**src/rtl/wb_bridge_pkg.sv**
```systemverilog
// Shared types and constants for the management-to-project Wishbone timeout bridge.
package wb_bridge_pkg;

    localparam int unsigned WB_AW = 32;
    localparam int unsigned WB_DW = 32;
    localparam int unsigned WB_SW = 4;

    localparam logic [WB_AW-1:0] STATUS_OFS_CTRL  = 32'h0000_0000;
    localparam logic [WB_AW-1:0] STATUS_OFS_ADDR  = 32'h0000_0004;
    localparam logic [WB_DW-1:0] ERR_DATA_DEFAULT = 32'hDEAD_BEEF;

    typedef enum logic [1:0] {
        IDLE = 2'd0,
        FWD  = 2'd1,
        ACK  = 2'd2
    } state_t;

    // Request payload as registered onto the project bus
    typedef struct packed {
        logic             we;
        logic [WB_SW-1:0] sel;
        logic [WB_AW-1:0] adr;
        logic [WB_DW-1:0] dat;
    } wb_req_t;

endpackage

```
**src/rtl/wb_timeout_timer.sv**
```systemverilog
// Cycle counter for the forwarding phase; expired_c flags the last cycle
// the bridge waits for a project ack before completing the cycle itself.
module wb_timeout_timer #(
    parameter int unsigned TIMEOUT_CYCLES = 64
) (
    input  logic clk,
    input  logic rst,
    input  logic clr,
    input  logic en,
    output logic expired_c
);

    localparam int unsigned CW = $clog2(TIMEOUT_CYCLES);
    localparam logic [CW-1:0] LAST = CW'(TIMEOUT_CYCLES - 1);

    logic [CW-1:0] cnt_q;
    logic [CW-1:0] cnt_d;

    assign expired_c = (cnt_q == LAST);

    // Holds at LAST so an enable left high never wraps back to zero
    always_comb begin
        cnt_d = cnt_q;
        if (clr) begin
            cnt_d = '0;
        end else if (en && !expired_c) begin
            cnt_d = cnt_q + CW'(1);
        end
    end

    always_ff @(posedge clk or posedge rst) begin
        if (rst) begin
            cnt_q <= '0;
        end else begin
            cnt_q <= cnt_d;
        end
    end

endmodule

```
**src/rtl/wb_timeout_bridge.sv**
```systemverilog
// Registered Wishbone bridge from the management port to the shared project bus,
// self-completing with an error word when no project answers in time.
module wb_timeout_bridge
    import wb_bridge_pkg::*;
#(
    parameter int unsigned     TIMEOUT_CYCLES = 64,
    parameter logic [31:0]     STATUS_BASE    = 32'h3000_FF00,
    parameter logic [31:0]     ERR_DATA       = ERR_DATA_DEFAULT,
    parameter int unsigned     CNT_W          = 16
) (
    input  logic        wb_clk_i,
    input  logic        wb_rst_i,
    input  logic        wbs_cyc_i,
    input  logic        wbs_stb_i,
    input  logic        wbs_we_i,
    input  logic [3:0]  wbs_sel_i,
    input  logic [31:0] wbs_adr_i,
    input  logic [31:0] wbs_dat_i,
    output logic        wbs_ack_o,
    output logic [31:0] wbs_dat_o,
    output logic        prj_cyc_o,
    output logic        prj_stb_o,
    output logic        prj_we_o,
    output logic [3:0]  prj_sel_o,
    output logic [31:0] prj_adr_o,
    output logic [31:0] prj_dat_o,
    input  logic        prj_ack_i,
    input  logic [31:0] prj_dat_i,
    output logic        timeout_irq_o
);

    state_t            state_q, state_d;
    wb_req_t           prj_q, prj_d;
    logic              prj_cyc_q, prj_cyc_d;
    logic              wbs_ack_q, wbs_ack_d;
    logic [31:0]       wbs_dat_q, wbs_dat_d;
    logic              irq_q, irq_d;
    logic [CNT_W-1:0]  tmo_cnt_q, tmo_cnt_d;
    logic [31:0]       last_adr_q, last_adr_d;
    logic              sticky_q, sticky_d;

    logic              req_c;
    logic              local_c;
    logic [31:0]       ofs_c;
    logic [31:0]       status_word_c;
    logic              tmr_clr_c;
    logic              tmr_en_c;
    logic              tmr_expired_c;

    // Addresses below STATUS_BASE underflow to a large offset and fall outside the window
    assign req_c         = wbs_cyc_i & wbs_stb_i;
    assign ofs_c         = wbs_adr_i - STATUS_BASE;
    assign local_c       = (ofs_c <= STATUS_OFS_ADDR);
    assign status_word_c = (ofs_c == STATUS_OFS_ADDR) ? last_adr_q
                                                      : {16'(tmo_cnt_q), 15'b0, sticky_q};

    assign tmr_en_c  = (state_q == FWD);
    assign tmr_clr_c = (state_q != FWD);

    wb_timeout_timer #(
        .TIMEOUT_CYCLES (TIMEOUT_CYCLES)
    ) u_timer (
        .clk       (wb_clk_i),
        .rst       (wb_rst_i),
        .clr       (tmr_clr_c),
        .en        (tmr_en_c),
        .expired_c (tmr_expired_c)
    );

    always_ff @(posedge wb_clk_i or posedge wb_rst_i) begin
        if (wb_rst_i) begin
            state_q <= IDLE;
        end else begin
            state_q <= state_d;
        end
    end

    // Upstream abort takes priority over a project ack arriving in the same cycle
    always_comb begin
        state_d = state_q;
        case (state_q)
            IDLE: begin
                if (req_c) begin
                    state_d = local_c ? ACK : FWD;
                end
            end
            FWD: begin
                if (!wbs_cyc_i) begin
                    state_d = IDLE;
                end else if (prj_ack_i || tmr_expired_c) begin
                    state_d = ACK;
                end
            end
            ACK: begin
                state_d = IDLE;
            end
            default: begin
                state_d = IDLE;
            end
        endcase
    end

    // An ack coinciding with expiry returns project data and leaves the counters alone
    always_comb begin
        prj_d      = prj_q;
        prj_cyc_d  = prj_cyc_q;
        wbs_ack_d  = 1'b0;
        wbs_dat_d  = wbs_dat_q;
        irq_d      = 1'b0;
        tmo_cnt_d  = tmo_cnt_q;
        last_adr_d = last_adr_q;
        sticky_d   = sticky_q;
        case (state_q)
            IDLE: begin
                if (req_c && local_c) begin
                    wbs_dat_d = status_word_c;
                    if (wbs_we_i && (ofs_c == STATUS_OFS_CTRL)) begin
                        tmo_cnt_d = '0;
                        sticky_d  = 1'b0;
                    end
                end else if (req_c) begin
                    prj_d     = '{we: wbs_we_i, sel: wbs_sel_i, adr: wbs_adr_i, dat: wbs_dat_i};
                    prj_cyc_d = 1'b1;
                end
            end
            FWD: begin
                if (!wbs_cyc_i) begin
                    prj_cyc_d = 1'b0;
                end else if (prj_ack_i) begin
                    prj_cyc_d = 1'b0;
                    wbs_dat_d = prj_dat_i;
                end else if (tmr_expired_c) begin
                    prj_cyc_d  = 1'b0;
                    wbs_dat_d  = ERR_DATA;
                    tmo_cnt_d  = (tmo_cnt_q == {CNT_W{1'b1}}) ? tmo_cnt_q
                                                              : tmo_cnt_q + CNT_W'(1);
                    last_adr_d = prj_q.adr;
                    sticky_d   = 1'b1;
                    irq_d      = 1'b1;
                end
            end
            ACK: begin
                wbs_ack_d = 1'b1;
            end
            default: begin
                prj_cyc_d = 1'b0;
            end
        endcase
    end

    always_ff @(posedge wb_clk_i or posedge wb_rst_i) begin
        if (wb_rst_i) begin
            prj_q      <= '0;
            prj_cyc_q  <= 1'b0;
            wbs_ack_q  <= 1'b0;
            wbs_dat_q  <= '0;
            irq_q      <= 1'b0;
            tmo_cnt_q  <= '0;
            last_adr_q <= '0;
            sticky_q   <= 1'b0;
        end else begin
            prj_q      <= prj_d;
            prj_cyc_q  <= prj_cyc_d;
            wbs_ack_q  <= wbs_ack_d;
            wbs_dat_q  <= wbs_dat_d;
            irq_q      <= irq_d;
            tmo_cnt_q  <= tmo_cnt_d;
            last_adr_q <= last_adr_d;
            sticky_q   <= sticky_d;
        end
    end

    assign wbs_ack_o     = wbs_ack_q;
    assign wbs_dat_o     = wbs_dat_q;
    assign prj_cyc_o     = prj_cyc_q;
    assign prj_stb_o     = prj_cyc_q;
    assign prj_we_o      = prj_q.we;
    assign prj_sel_o     = prj_q.sel;
    assign prj_adr_o     = prj_q.adr;
    assign prj_dat_o     = prj_q.dat;
    assign timeout_irq_o = irq_q;

endmodule
```
**config.mk**
```make
export PLATFORM = sky130hd
export DESIGN_NAME = wb_timeout_bridge
export DESIGN_NICKNAME = d
export VERILOG_FILES = /design/src/rtl/wb_bridge_pkg.sv /design/src/rtl/wb_timeout_timer.sv /design/src/rtl/wb_timeout_bridge.sv
export SDC_FILE = /design/constraint.sdc
export NUM_CORES = 1
export LEC_CHECK = 0
export CAP_MARGIN = 20
export CORE_ASPECT_RATIO = 0.8
export CORE_MARGIN = 4
export CORE_UTILIZATION = 49
export CTS_BUF_LIST = sky130_fd_sc_hd__clkbuf_8
export CTS_CLUSTER_DIAMETER = 30
export DETAILED_ROUTE_END_ITERATION = 8
export PLACE_DENSITY = 0.9
export SETUP_SLACK_MARGIN = 0.02
export SLEW_MARGIN = 20
export SYNTH_ARGS = -nofsm -noshare
export SYNTH_HDL_FRONTEND = slang
export SYNTH_SLANG_ARGS = --single-unit
```
**constraint.sdc**
```tcl
create_clock -name wb_clk_i -period 6.68 [get_ports wb_clk_i]
set_input_delay 1.336 -clock wb_clk_i [delete_from_list [all_inputs] [get_ports wb_clk_i]]
set_output_delay 1.336 -clock wb_clk_i [all_outputs]
set_load 0.02 [all_outputs]
```
[Yosys cells after proc, flatten, opt, wreduce, memory -nomap -nowiden]
Cells that the tools add are included.
Word-level totals
  flip-flop bits (word level): 161
  latch bits: 0
  memory bits (writable): 0
  ROM bits: 0
  word-level logic and storage cells: 91
  memories kept: 0
Cells by class
  add/subtract/negate cells: 3
  multipliers: 0
  divide/modulo/power cells: 0
  order comparisons: 1
  equal/unequal tests: 17
  shift operators: 0
  muxes and demuxes: 37
  bitwise logic cells: 4
  reductions and logical operators: 16
Operators with widths (count)
  $mux 32: 5
  $mux 16: 6
  $pmux 32 s2: 1
  $eq 32x3->1 const B: 1
  $le 32x3->1 const B: 1
  $logic_not 32->1: 1
  $pmux 16 s2: 1
  $sub 32x30->32 const B: 1
  $add 16x1->16 const B: 1
  $eq 16x16->1 const B: 1
  $ne 2x2->1 const B: 8
  $mux 1: 15
  $mux 6: 2
  $reduce_and 4->1: 3
  $mux 2: 4
  $reduce_and 7->1: 1
  $add 6x1->6 const B: 1
  $eq 6x6->1 const B: 1
  $ne 3x3->1 const B: 2
  $reduce_and 6->1: 1
  $ne 4x4->1 const B: 1
  $pmux 2 s2: 1
  $reduce_bool 2->1: 2
  $logic_and 1x1->1: 3
  12 further kinds: 14

[Logic depth before layout (Yosys ltp)]
  word-level depth: 6
  mapped depth: 8
  mapped depth without buffers: 7

[By module]
Synthesis repeated with hierarchy kept, for this count alone.
Unflattened totals
  cells, all modules: 590
  area, all modules: 7380.8 µm²
Modules (own cells, without submodules)
  wb_timeout_bridge: instances 1, cells each 553, area an instance 7011.7 µm²
  wb_timeout_timer: instances 1, cells each 37, area an instance 369.1 µm²

[Worst setup path after synthesis]
No wires, ideal clock.
  path type: input to register
  start: input port wbs_adr_i[20]
  end: register wbs_dat_q[17] (netlist: wbs_dat_o[17])
  setup time: 133 ps
  data arrival time: 3100 ps
  data required time: 6547 ps
  setup slack: 3447 ps
  cell stages on the path: 7
  buffers on the path: 1
  cells stage by stage: nor4b_1 nand4_1 nor3_1 buf_2 mux2_2 a221oi_1 a21oi_1
On the way
  word-level cells in the longest chain between the ends: 5
  elaborated cells between the ends (all ways): 9
  those cells by class: add/sub: 1; order compare: 1; eq/ne: 2; mux: 3; reduce/logical: 2
Ends and longest elaborated chain
  start, declared: line wb_timeout_bridge.sv:17  | input logic [31:0] wbs_adr_i,
  $sub 32x30->32 *: line wb_timeout_bridge.sv:52  | assign ofs_c = wbs_adr_i - STATUS_BASE;
  $le 32x3->1 / $eq 32x3->1 (equally long branches): line wb_timeout_bridge.sv:53, wb_timeout_bridge.sv:54
  $logic_and 1x1->1 / $mux 32 (equally long branches): line wb_timeout_bridge.sv:115, wb_timeout_bridge.sv:54
  $ne 2x2->1 (no source line) / $mux 32 (equally long branches)
  $reduce_and 4->1 (no source line) / $pmux 32 s2 (equally long branches)
  end signal, assigned: line wb_timeout_bridge.sv:165  | wbs_dat_q <= wbs_dat_d;
  end, declared: line wb_timeout_bridge.sv:36  | logic [31:0] wbs_dat_q, wbs_dat_d;
Mark *: on every way between the ends. The rest lies on a longest branch, timed or not. The select of a mux whose other input is x is not followed.
A chain may end at the register's enable or synchronous reset.

[Final worst setup path]
  start: input port wbs_adr_i[10]
  end: register tmo_cnt_q[15]
On the way
  word-level cells in the longest chain between the ends: 5
  elaborated cells between the ends (all ways): 8
  those cells by class: add/sub: 1; order compare: 1; eq/ne: 2; reduce/logical: 4
Ends and longest elaborated chain
  $sub 32x30->32 *: line wb_timeout_bridge.sv:52
  $le 32x3->1 / $logic_not 32->1 (equally long branches): line wb_timeout_bridge.sv:53, wb_timeout_bridge.sv:117
  $logic_and 1x1->1 (on tied branches): line wb_timeout_bridge.sv:115, wb_timeout_bridge.sv:117
  $ne 2x2->1 (no source line)
  $reduce_and 7->1 (no source line) *
  end signal, assigned: line wb_timeout_bridge.sv:167  | tmo_cnt_q <= tmo_cnt_d;
  end, declared: line wb_timeout_bridge.sv:38  | logic [CNT_W-1:0] tmo_cnt_q, tmo_cnt_d;
Mark *: on every way between the ends. The rest lies on a longest branch, timed or not.

==> key figures <==
Die
  • Die area: 0.0164 mm²
  • Core ar.: 0.0138 mm²
  • Die H: 115 µm
  • Top Ports: 211
  • Cell Rows: 38
  • Die W: 142 µm
  • Starting Density: 51.0%

Power and ir drop
  • Switching pwr: 0.000868 W
  • Int Pwr: 0.00196 W
  • Comb power frac: 28.5%
  • Leak: 4.23 nW
  • PwrDens: 289 mW/mm²
  • Sw Ratio: 30.7%
  • Sequential power share: 43.6%
  • Clock network power share: 27.9%
  • Max IR drop VDD: 217 µV

Logic synthesis
  • Post-synth EDFFs: 0
  • Post-synthesis sequential area ratio: 57.1%
  • Synth top area share: 57.1%
  • Ys flop type: dfrtp_1
  • Mapped Nets: 683
  • Avg Cell Area, Syn: 12.3 µm²
  • Synth area leader: dfrtp_1
  • Synth area leaders: dfrtp_1 57%, mux2_2 15%, mux2_1 2.2%, mux2_4 2.1%, a21oi_1 2.1%
  • Post-Synthesis Cell Area: 0.00706 mm²
  • Synth Warn #: 0
  • Async S/R FF share, synth: 100%
  • #FFs+latches synth: 161
  • Yosys cell types: 50
  • Mapped Cells: 575

Timing
  • Final number of hold-violating endpoints: 0
  • Fin Setup TNS: 0 ns
  • RSZ-0062 raised after global routing: no
  • Min Tclk post-route: 3.89 ns
  • Worst hold slack: 0.482 ns
  • Headroom to the max-slew limit: 35.4%
  • Worst Skew: 0.00958 ns
  • Tcrit/Tclk final: 58.2%
  • Fin. max-slew vios: 0
  • Finish-stage setup viols: 0
  • Peak Freq: 257 MHz
  • Slew at the pin closest to its max-slew limit: 0.970 ns
  • Worst setup margin: 2.79 ns

Detailed routing
  • DR vias: 5,643
  • Vias/cell: 5.79
  • # DRC: 0
  • Drt first pass iters: 6
  • Routed WL per cell: 21.3 µm
  • Routed Antenna Nets: 0
  • Iteration-0 DRC Markers: 430
  • Final wirelength: 20,700 µm

Critical path
  • Reg2reg end: wbs_dat_o[29]
  • CP Capture Type: flip-flop
  • Critical Path Start Type: input pin
  • Worst Setup SP: wbs_adr_i[10]
  • WS Path Type: input pin to flip-flop
  • Worst EP required: 7.06 ns
  • R2R depth: 8
  • R2R setup slack: 3.66 ns
  • Critical-path maximum fanout: 12
  • Crit Reg-Reg Startpoint: u_timer.cnt_q[0]
  • Critical path arrival: 4.26 ns
  • Worst Setup EP: tmo_cnt_q[15]

Placed design
  • Cells after DPL: 942
  • Pre-CTS WS: 2.13 ns
  • RD Place Congestion: 0.900
  • Port bufs: 210
  • Detailed placer's ending HPWL: 15,400 µm
  • DP Area: 0.00933 mm²

Clocking
  • CTS tree: done
  • Clock buffer count from CTS: 17
  • Post-CTS Setup Repair Bufs: 0
  • Clk_lat worst skew: 0.45 ns
  • Max clock buf depth: 2
  • Hold bufs inserted after CTS: 0
  • Post-CTS Resized: 0
  • CTS Root Cell: clkbuf_8
  • Clock Pin Slew Worst Setup and Hold Paths: 0.08 ns
  • H-tree depth: 4
  • # clock sinks: 161

GRT
  • Total GRT Usage: 26.1%
  • Initial antenna violation count: 0
  • Pin count of the biggest net entering global routing: 108
  • GRT Residual Overflow: 0
  • First-pass GRT wire length: 32,900 µm
  • Vias in the first global route: 5,955

Finish
  • Area of the multi-input gates: 0.00283 mm²
  • Final #Nets: 889
  • Storage element area: 0.00403 mm²
  • P&R area growth vs syn: 38.7%
  • Finished Layout Cells: 974
  • # diodes: 0
  • Final Instance Area: 0.00979 mm²
  • Fraction of layout cells with a size suffix above 1: 19.8%
  • Fill cell total of the finished layout: 900

Status
  • Status: complete, no violations

Run
  • Max cap viols: 0

Worst hold path
  • Worst min path class: flip-flop to flip-flop
power by group through the flow:
stage / logic, W / clock network (W) / registers [W]
after global placement: 0.000792 / 0 / 0.00124
final: 0.000806 / 0.000788 / 0.00123
after CTS: 0.000813 / 0.000802 / 0.00123
after detailed placement: 0.000808 / 0 / 0.00125
after floorplan: 0.000197 / 0 / 0.00140
after global routing: 0.000852 / 0.000848 / 0.00125
worst min path at each step:
stage,start,end,slack [ns],depth (start not counted)
6_report,wbs_dat_o[12],wbs_dat_o[12],0.48,2
5_1_grt,u_timer.cnt_q[2],u_timer.cnt_q[2],0.51,1
4_1_cts,u_timer.cnt_q[2],u_timer.cnt_q[2],0.49,1
3_3_place_gp,wbs_dat_o[12],wbs_dat_o[12],0.46,2
2_1_floorplan,u_timer.cnt_q[2],u_timer.cnt_q[2],0.45,1
3_5_place_dp,wbs_dat_o[12],wbs_dat_o[12],0.47,2
logic make-up after synthesis:
group                      share of synthesized area (%)
buffers and inverters                               3.39
muxes                                               19.5
xor gates and xnor gates                           0.869
and+or+nand+nor                                     8.86
adders and majority gates                          0.354
AOI/OAI and AO/OA                                   9.93
DFF                                                 57.1
critical path, cell delays in order:
cell	delay, ns
clkdlybuf4s50_1	0.54
nor4b_1	0.39
nand4_1	0.30
nor4_4	0.69
o2111ai_1	0.36
or4_1	0.49
a21oi_1	0.15
state kept, by name, summed over array words and instances, names as in the netlist:
register       count
prj_sel_o          4
tmo_cnt_q         16
sticky_q           1
prj_we_o           1
last_adr_q        32
prj_dat_o         32
u_timer.cnt_q      6
wbs_dat_o         32
wbs_ack_o          1
prj_cyc_o          1
state_q            2
prj_adr_o         32
timeout_irq_o      1
synthesized netlist by cell type, types with 2 or more instances:
cell,n
and4b_1,2
buf_2,14
inv_1,22
o22ai_1,12
o31ai_1,2
buf_6,2
nor2_2,2
mux2_2,95
nand4_1,5
nand3b_1,2
clkbuf_1,14
nand2_1,36
a31oi_1,16
mux2_1,14
a2bb2oi_1,5
nor4b_1,4
nor4_2,2
ha_1,2
a21oi_1,29
o2111ai_1,2
o21ai_0,29
and3_1,7
nor4_1,5
nor3_1,6
dfrtp_1,161
nand3_1,10
or3_1,7
o211ai_1,5
a221oi_1,5
nor2b_1,4
or4_1,3
nor2_1,15
xor2_1,6
mux2_4,10
o21ai_1,5
layer usage:
layer / vias to the layer above / track usage [%] / wire [µm] / part of all wire (%)
met5: - / 0 / 0 / 0
met4: 0 / 5.82 / 283 / 1.4
met3: 24 / 9.48 / 2070 / 10
met2: 291 / 41.3 / 9860 / 48
met1: 2824 / 34.9 / 8530 / 41
li1: 2504 / - / - / -
cells in the final DEF, fill, tap and decap left out, drive strengths merged, types with 2 or more instances in the layout:
cell type,instances
clkinv,5
clkinvlp,3
o22ai,12
nand4,5
and3,7
o211ai,5
o31ai,2
nor3,6
nand3,10
a221oi,5
nor4b,4
buf,9
mux2,119
and4b,2
a31oi,16
ha,2
nor4,7
a21oi,29
or4,4
or3,7
o21bai,2
xor2,6
nand3b,2
nor2b,4
o2111ai,2
bufinv,4
dfrtp,161
clkdlybuf4s50,210
inv,23
nand2,36
clkbuf,19
nor2,17
o21ai,35
a2bb2oi,5
stage by stage:
step | total power (W) | utilization [%]
5_1_grt | 0.00295 | 70.7
2_1_floorplan | 0.00159 | -
3_3_place_gp | 0.00203 | 67.4
4_1_cts | 0.00285 | 70.7
3_5_place_dp | 0.00206 | 67.5
6_report | 0.00283 | 70.7
final cells by class:
cell class	instances	share of cell area, %
sequential	161	41.2
multi-input combinational	360	28.9
timing repair buffer	219	22.2
clock buffer	19	2.67
tap	180	2.30
clock inverter	13	1.88
inverter	22	0.895
No activity file was read; power rests on OpenSTA's default activity.
